<file path="src/rtl/trap_sequencer.sv">
// Trap / mret sequencer for the writeback stage.
// Detects a timer interrupt, ecall or mret on the instruction in writeback.
// In that same cycle it raises the CSR strobe and flushes the pipeline.
// The fetch target is then held in redirect_pc until fetch accepts it.
module trap_sequencer #(
    parameter int VECTORED_EN = 1,
    parameter int TIMER_CAUSE = 7
) (
    input  logic        clk,
    input  logic        rst,
    input  logic        wb_valid,
    input  logic [31:0] wb_pc,
    input  logic        wb_ecall,
    input  logic        wb_mret,
    input  logic        mstatus_mie,
    input  logic        mie_mtie,
    input  logic        mtip,
    input  logic [63:0] mtvec,
    input  logic [63:0] mepc,
    output logic        trap_take,
    output logic        mret_take,
    output logic [63:0] trap_epc,
    output logic [63:0] trap_cause,
    output logic        kill_wb,
    output logic        flush,
    output logic        redirect_valid,
    output logic [31:0] redirect_pc,
    input  logic        redirect_ready,
    output logic        busy,
    output logic [31:0] trap_count
);

    typedef enum logic {
        IDLE  = 1'b0,
        REDIR = 1'b1
    } state_t;

    localparam logic [62:0] TIMER_CODE = 63'(TIMER_CAUSE);
    localparam logic [31:0] VEC_OFFSET = 32'(TIMER_CAUSE * 4);
    localparam logic [63:0] ECALL_CODE = 64'd11;

    state_t      state_reg;
    logic        redirect_valid_reg;
    logic [31:0] redirect_pc_reg;
    logic [31:0] trap_count_reg;

    logic        is_idle;
    logic        int_pend;
    logic        ev_int;
    logic        ev_ecall;
    logic        ev_mret;
    logic        ev_any;
    logic [31:0] trap_base;
    logic        use_vector;
    logic [31:0] target_next;

    // Upper halves of the CSRs never reach a 32-bit fetch address.
    logic unused_bits;
    assign unused_bits = ^{mtvec[63:32], mepc[63:32]};

    assign is_idle  = (state_reg == IDLE);
    assign int_pend = mstatus_mie & mie_mtie & mtip;

    // Fixed priority: interrupt, then ecall, then mret; only one can fire.
    assign ev_int   = is_idle & wb_valid & int_pend;
    assign ev_ecall = is_idle & wb_valid & ~int_pend & wb_ecall;
    assign ev_mret  = is_idle & wb_valid & ~int_pend & ~wb_ecall & wb_mret;
    assign ev_any   = ev_int | ev_ecall | ev_mret;

    // Mode 2'b01 is vectored; every other mode value (including 2'b1x) is direct.
    assign trap_base  = {mtvec[31:2], 2'b00};
    assign use_vector = (VECTORED_EN != 0) && ev_int && (mtvec[1:0] == 2'b01);

    // Select the fetch target for whichever event fires this cycle.
    always_comb begin
        target_next = trap_base;
        if (ev_mret) begin
            target_next = mepc[31:0];
        end else if (use_vector) begin
            target_next = trap_base + VEC_OFFSET;
        end
    end

    // CSR strobe values; cause and epc are zero whenever no trap is taken.
    always_comb begin
        trap_cause = 64'd0;
        trap_epc   = 64'd0;
        if (ev_int) begin
            trap_cause = {1'b1, TIMER_CODE};
            trap_epc   = {32'd0, wb_pc};
        end else if (ev_ecall) begin
            trap_cause = ECALL_CODE;
            trap_epc   = {32'd0, wb_pc};
        end
    end

    assign trap_take      = ev_int | ev_ecall;
    assign mret_take      = ev_mret;
    assign kill_wb        = ev_int;
    assign flush          = ev_any | (state_reg == REDIR);
    assign redirect_valid = redirect_valid_reg;
    assign redirect_pc    = redirect_pc_reg;
    assign busy           = (state_reg == REDIR);
    assign trap_count     = trap_count_reg;

    // Sequencer state, held redirect target and trap counter; reset wins over events.
    always_ff @(posedge clk) begin
        if (rst) begin
            state_reg          <= IDLE;
            redirect_valid_reg <= 1'b0;
            redirect_pc_reg    <= 32'd0;
            trap_count_reg     <= 32'd0;
        end else begin
            if (trap_take) begin
                trap_count_reg <= trap_count_reg + 32'd1;
            end
            case (state_reg)
                IDLE: begin
                    if (ev_any) begin
                        state_reg          <= REDIR;
                        redirect_valid_reg <= 1'b1;
                        redirect_pc_reg    <= target_next;
                    end
                end
                REDIR: begin
                    if (redirect_ready) begin
                        state_reg          <= IDLE;
                        redirect_valid_reg <= 1'b0;
                    end
                end
                default: begin
                    state_reg          <= IDLE;
                    redirect_valid_reg <= 1'b0;
                end
            endcase
        end
    end

endmodule

</file>
<file path="config.mk">
export PLATFORM = sky130hd
export DESIGN_NAME = trap_sequencer
export DESIGN_NICKNAME = d
export VERILOG_FILES = /design/src/rtl/trap_sequencer.sv
export SDC_FILE = /design/constraint.sdc
export NUM_CORES = 1
export LEC_CHECK = 0
export CAP_MARGIN = 20
export CORE_AREA = 2 2 142 144
export DETAILED_ROUTE_END_ITERATION = 10
export DIE_AREA = 0 0 144 146
export PLACE_DENSITY = 0.71
export SLEW_MARGIN = 20
export SYNTH_ARGS = -nofsm -noshare
export SYNTH_HDL_FRONTEND = slang
export SYNTH_SLANG_ARGS = --single-unit
</file>
<file path="constraint.sdc">
create_clock -name clk -period 2.4 [get_ports clk]
set_clock_uncertainty 0.1 [all_clocks]
set_input_delay 0.48 -clock clk [delete_from_list [all_inputs] [get_ports clk]]
set_output_delay 0.48 -clock clk [all_outputs]
set_load 0.01 [all_outputs]
</file>
After elaboration in Yosys (flattened, before gate mapping)
Index checks and enable logic that the tools add are counted.
Widths: inputs -> output; s select.
{ "classes": {"n_bitwise": 14, "eq_ne": 3, "muxes": 12, "reduce_logical": 3, "addsub": 2} }
{ "ops": {"columns": ["operator", "count"], "rows": [
  ["$mux 32", 4],
  ["$mux 64", 1],
  ["$add 32x1->32 const B", 1],
  ["$add 32x5->32 const B", 1],
  ["$and 1x1->1", 8],
  ["$mux 1", 4],
  ["$mux 4", 1],
  ["$pmux 1 s2", 2],
  ["$reduce_and 2->1", 2],
  ["$not 1->1", 3],
  ["$or 1x1->1", 3],
  ["$eq 2x1->1 const B", 1],
  ["$ne 2x1->1 const B", 1],
  ["$ne 2x2->1 const B", 1],
  ["$logic_and 1x1->1", 1]
]} }
{ "totals": {"wordCells": 38, "out_inout_bits": 198, "reg_bits": 66, "in_bits": 169} }

Longest topological paths before layout
Gate-level depths: netlist of run 1.
{ "depth": {"ltp_word": 9, "mapped_depth": 7, "mapped_depth_nobuf": 7} }

Worst setup path before layout of run 1
OpenSTA, ideal clock, no wires.
{ "synth_timing": {"kind": "in2out", "startpoint": "input port wb_valid", "endpoint": "output port trap_cause[0]", "required_time_ns": 1.820, "stages": 6, "path_slack_ns": 0.194, "n_path_buf": 3, "arrival_time_ns": 1.626, "cell_sequence": "and2b_1 buf_2 nand2_1 inv_1 buf_1 buf_4"} }
{ "synth_via": {"elab_chain_cells": 5, "elab_cells_between_ends": 6, "classes_between": "mux (2); bitwise (4)"} }
{ "synth_lines": {"columns": ["item", "line_no", "rtl"], "rows": [
  ["start, declared", "11", "input logic wb_valid,"],
  ["$and 1x1->1 (*)", "65, 66", null],
  ["$and 1x1->1 (2 in series)", "66", "assign ev_ecall = is_idle & wb_valid & ~int_pend & wb_ecall;"],
  ["$mux 4", "91", "end else if (ev_ecall) begin"],
  ["$mux 64 (*)", "88", "if (ev_int) begin"],
  ["end, declared", "23", "output logic [63:0] trap_cause,"]
]} }
Mark *: on every way between the ends. The rest lies on a longest branch, timed or not.

Worst setup path in the final report of run 1
{ "layout_timing": {"startpoint": "input port mstatus_mie", "endpoint": "output port trap_epc[24]"} }
{ "layout_via": {"elab_chain_cells": 7, "elab_cells_between_ends": 8, "classes_between": "mux (2); bitwise (6)"} }
{ "layout_lines": {"columns": ["item", "line_no", "rtl"], "rows": [
  ["start, declared", "15", "input logic mstatus_mie,"],
  ["$and 1x1->1 (*) (2 in series)", "62", "assign int_pend = mstatus_mie & mie_mtie & mtip;"],
  ["$not 1->1", "66", null],
  ["$and 1x1->1 (2 in series)", "66", null],
  ["$mux 32", "91", null],
  ["$mux 32 (*)", "88", null],
  ["end, declared", "22", "output logic [63:0] trap_epc,"]
]} }
Marks and branches as above.

==> impl_table.tex, run 1 <==
\begin{tabular}{lr}
\hline
Metric & Value \\
\hline
\multicolumn{2}{l}{\textbf{Logic synthesis}} \\
\quad Top cell type's share of synthesized area & 28.9\% \\
\quad Unique masters post-synth & 53 \\
\quad Synth area leaders & sky130\_fd\_sc\_hd\_\_dfxtp\_1, sky130\_fd\_sc\_hd\_\_buf\_4, sky130\_fd\_sc\_hd\_\_xnor2\_1, sky130\_fd\_sc\_hd\_\_and3\_1, sky130\_fd\_sc\_hd\_\_nor2\_1 \\
\quad Flip-flop and latch count after synthesis & 66 \\
\quad Sequential-to-total area share from yosys stat & 28.9\% \\
\quad Library cell with the largest summed area after synthesis & sky130\_fd\_sc\_hd\_\_dfxtp\_1 \\
\quad Library cell with the highest instance count after synthesis & sky130\_fd\_sc\_hd\_\_buf\_4 \\
\quad Fraction of registers with async set/reset & 0\% \\
\quad Leading post-synthesis cells by instance count & sky130\_fd\_sc\_hd\_\_buf\_4, sky130\_fd\_sc\_hd\_\_dfxtp\_1, sky130\_fd\_sc\_hd\_\_and3\_1 \\
\quad Number of instances in the synthesized netlist & 553 \\
\quad Post-synthesis instance area & 4570 µm² \\
\quad Count of flip-flops with a built-in enable after synthesis & 0 \\
\quad Yosys Warn Count & 0 \\
\quad Most instantiated flip-flop cell in the synthesis netlist & sky130\_fd\_sc\_hd\_\_dfxtp\_1 \\
\quad Avg Synthesized Cell Area & 8.26 µm² \\
\multicolumn{2}{l}{\textbf{Detailed routing}} \\
\quad Residual DRC & 0 \\
\quad Initial DRT Pass Iterations & 6 \\
\quad Routed length on met1 & 7350 µm \\
\quad Final wirelength & 17300 µm \\
\quad Met2 Wirelength & 8170 µm \\
\quad Vias & 4678 \\
\quad Detail-routed via count per cell & 4.37 \\
\quad Wire length on met3 & 1550 µm \\
\quad First-iteration detailed-routing DRC count & 258 \\
\quad Count of antenna-violating nets left after detailed routing & 0 \\
\quad Average wire length per cell after detail routing & 16.1 µm \\
\quad Highest metal layer used by the detailed router & met4 \\
\multicolumn{2}{l}{\textbf{Global routing}} \\
\quad Vias in the first global route & 4454 \\
\quad Wire length of the first global-routing pass & 25500 µm \\
\quad Maximum number of pins on one net before global-route repair & 53 \\
\quad Antenna violations before repair & 0 \\
\quad GRT Total Usage & 16.1\% \\
\quad Total grt overflow & 0 \\
\multicolumn{2}{l}{\textbf{Layout}} \\
\quad Area overhead of the layout relative to synthesis & 60.4\% \\
\quad Antenna cell count & 0 \\
\quad Final nets & 972 \\
\quad Design Area, Final & 7330 µm² \\
\quad Post-route non-filler standard cell count & 1071 \\
\quad Ratio of cells with drive above 1 in the final layout & 13.8\% \\
\multicolumn{2}{l}{\textbf{Placement}} \\
\quad Detailed placement HPWL & 14000 µm \\
\quad Cell Count Post-Placement & 1053 \\
\quad Dpl cell area & 6980 µm² \\
\quad PortBufs & 211 \\
\quad Placer congestion estimate & 0.846 \\
\multicolumn{2}{l}{\textbf{Power}} \\
\quad Total net switching power & 930 µW \\
\quad Static leakage & 0.00299 µW \\
\quad Fraction of power spent switching nets & 27.3\% \\
\quad Largest vdd supply drop & 0.000312 V \\
\quad Cell area power density & 465 nW/µm² \\
\quad Power share of the clock group & 42.4\% \\
\quad Design internal power & 2480 µW \\
\quad Sequential share of power & 34.4\% \\
\quad Comb power frac & 23.2\% \\
\multicolumn{2}{l}{\textbf{Floorplanning}} \\
\quad Initial core utilization & 23.6\% \\
\quad CORE AREA & 19300 µm² \\
\quad Die area & 21000 µm² \\
\quad Count of pins on the block boundary & 367 \\
\quad X dimension of the die & 144 µm \\
\quad Vert. Die Dim & 146 µm \\
\quad Row cnt & 51 \\
\multicolumn{2}{l}{\textbf{STA}} \\
\quad Highest Clock Rate & 423 MHz \\
\quad Worst Max-Slew Pin Slew & 0.592 ns \\
\quad Slew margin rel. & 60.5\% \\
\quad Max-slew violation count & 0 \\
\quad Final Critical Period & 2.37 ns \\
\quad Count of final setup violators & 0 \\
\quad Total negative slack for setup checks & 0 ns \\
\quad Final Hold Vio Count & 0 \\
\quad Worst hold slack across all endpoints & 0.374 ns \\
\quad Period utilization & 98.5\% \\
\multicolumn{2}{l}{\textbf{Setup path}} \\
\quad CP top delay family & buffers and inverters \\
\quad Arr. time, crit path & 1.79 ns \\
\quad Required @ worst endpoint & 1.82 ns \\
\quad Worst Setup End Kind & output pin \\
\quad Worst stage delay on the critical path & 0.29 ns \\
\quad Cell Chain, Critical Path & dlygate4sd2\_1, a31o\_4, buf\_4, buf\_4, and3\_1, dlygate4sd2\_1 \\
\quad Worst setup SP type & input pin \\
\quad Sum of buffers and inverters on the critical path & 4 \\
\quad Path type of the worst setup path & input pin to output pin \\
\quad Library cell contributing the largest single delay on the critical path & sky130\_fd\_sc\_hd\_\_dlygate4sd2\_1 \\
\quad CP Max Fanout & 10 \\
\multicolumn{2}{l}{\textbf{Clock tree}} \\
\quad Maximum level of the CTS H-tree & 3 \\
\quad Total clock buffers created by CTS & 9 \\
\quad Max Root-Sink Buffers & 2 \\
\quad Clock tree from TritonCTS & built \\
\quad Total number of clock tree sinks & 66 \\
\quad CTS clk-pin slew, worst paths & 0.05 ns \\
\quad Source-to-sink clock delay at the later pin of the worst-skew pair & 0.34 ns \\
\quad Root Buffer Master & sky130\_fd\_sc\_hd\_\_clkbuf\_16 \\
\multicolumn{2}{l}{\textbf{Job}} \\
\quad Total of max-cap violations & 0 \\
\multicolumn{2}{l}{\textbf{Outcome}} \\
\quad Result of the run & finished clean \\
\multicolumn{2}{l}{\textbf{Worst hold path}} \\
\quad Worst Hold Class & register to register \\
\hline
\end{tabular}
worst paths after layout:
kind                                    start                      endpoint  slack (ns)  depth (start not counted)
setup / recovery                  mstatus_mie                  trap_epc[24]        0.03                          6
hold / removal    redirect_pc[6]$_SDFFE_PP0P_   redirect_pc[6]$_SDFFE_PP0P_        0.37                          2
setup reg to reg              busy$_SDFF_PP0_  redirect_pc[27]$_SDFFE_PP0P_        0.22                          7
hold reg to reg   redirect_pc[6]$_SDFFE_PP0P_   redirect_pc[6]$_SDFFE_PP0P_        0.37                          2
metal layers:
layer	up-vias	GRT usage, %
met5	-	0
met2	214	26.8
met3	12	5.59
li1	2284	-
met1	2168	19.9
met4	0	3.38
per-stage QoR:
stage	setup WS, ns	util [%]	power [µW]
floorplan	0.194	-	1610
global placement	-0.384	36.1	2000
detailed placement	-0.390	36.1	2000
CTS	0.000583	37.8	3450
global route	-0.000168	37.9	3570
finish	0.0349	37.9	3410
logic make-up (layout without fill, tap and decap cells):
group / after synthesis / in the layout / share of synthesized area [%]
other: 1 / 91 / 0.0821
AO/OA/AOI/OAI: 85 / 85 / 12.5
buffers and inverters: 137 / 300 / 19.8
flip-flops: 66 / 66 / 28.9
XOR/XNOR: 53 / 53 / 10.2
multiplexers: 1 / 1 / 0.219
AND/OR/NAND/NOR: 208 / 208 / 27.8
adder cells (fa/ha/maj): 2 / 2 / 0.548
layout make-up:
| type | instances | area [µm²] |
|---|---|---|
| Clock buffer | 9 | 225 |
| Clock inverter | 7 | 101 |
| Fill cell | 1976 | 12000 |
| Inverter | 9 | 33.8 |
| Multi-Input combinational cell | 440 | 2720 |
| Sequential cell | 66 | 1320 |
| Tap cell | 265 | 332 |
| Timing Repair Buffer | 275 | 2600 |
power groups by stage:
stage          clock network [µW]  logic [µW]  registers, µW
5_1_grt                      1540         850           1180
3_5_place_dp                    0         804           1200
2_1_floorplan                   0         391           1220
4_1_cts                      1490         791           1170
6_report                     1440         789           1170
3_3_place_gp                    0         800           1200
worst register-to-register path, stage by stage, from the launching register on:
cell and delay [ns]:
sky130_fd_sc_hd__dfxtp_2 0.34, sky130_fd_sc_hd__buf_4 0.14, sky130_fd_sc_hd__and4bb_4 0.36, sky130_fd_sc_hd__nand3_1 0.14, sky130_fd_sc_hd__buf_4 0.18, sky130_fd_sc_hd__nor4_1 0.40
sky130_fd_sc_hd__xnor2_1 0.27, sky130_fd_sc_hd__a21oi_1 0.13
cell usage in the layout (no fill, tap or decap), drive strengths merged, types with 10 or more instances in the layout:
cell type / instances
a22oi: 13
nor4: 21
clkdlybuf4s15: 20
conb: 91
nand4: 18
dlygate4sd2: 24
o221ai: 14
a21oi: 24
dfxtp: 66
buf: 65
clkbuf: 10
clkdlybuf4s50: 164
and3: 46
nand2: 25
nor2: 42
xnor2: 38
xor2: 15
nor3: 10
nand3: 25
what timing repair did:
action | 4_1_cts | 5_1_grt
setup endpoints to repair | 41 | 51
resized for setup | 72 | 8
endpoints found under the hold margin | 0 | 0
gates cloned | 0 | 0
pin swaps | 1 | 3
buffers inserted | 1 | 1
hold buffers | 0 | 0
Note: power is estimated with default switching activity, not from simulation.
==> run 2, diff against run 1 <==
--- a/config.mk
+++ b/config.mk
@@ -5,7 +5,6 @@
 export SDC_FILE = /design/constraint.sdc
 export NUM_CORES = 1
 export LEC_CHECK = 0
-export CAP_MARGIN = 20
 export CORE_AREA = 2 2 142 144
 export DETAILED_ROUTE_END_ITERATION = 10
 export DIE_AREA = 0 0 144 146
==> results of run 2 <==
No change in the layout: final DEF, timing and power equal those of run 1.
==> run 3, diff against run 2 <==
--- a/config.mk
+++ b/config.mk
@@ -8,6 +8,7 @@
 export CORE_AREA = 2 2 142 144
 export DETAILED_ROUTE_END_ITERATION = 10
 export DIE_AREA = 0 0 144 146
+export GPL_TIMING_DRIVEN = 1
 export PLACE_DENSITY = 0.71
 export SLEW_MARGIN = 20
 export SYNTH_ARGS = -nofsm -noshare
==> results of run 3 <==
No change in the layout: final DEF, timing and power equal those of run 1.
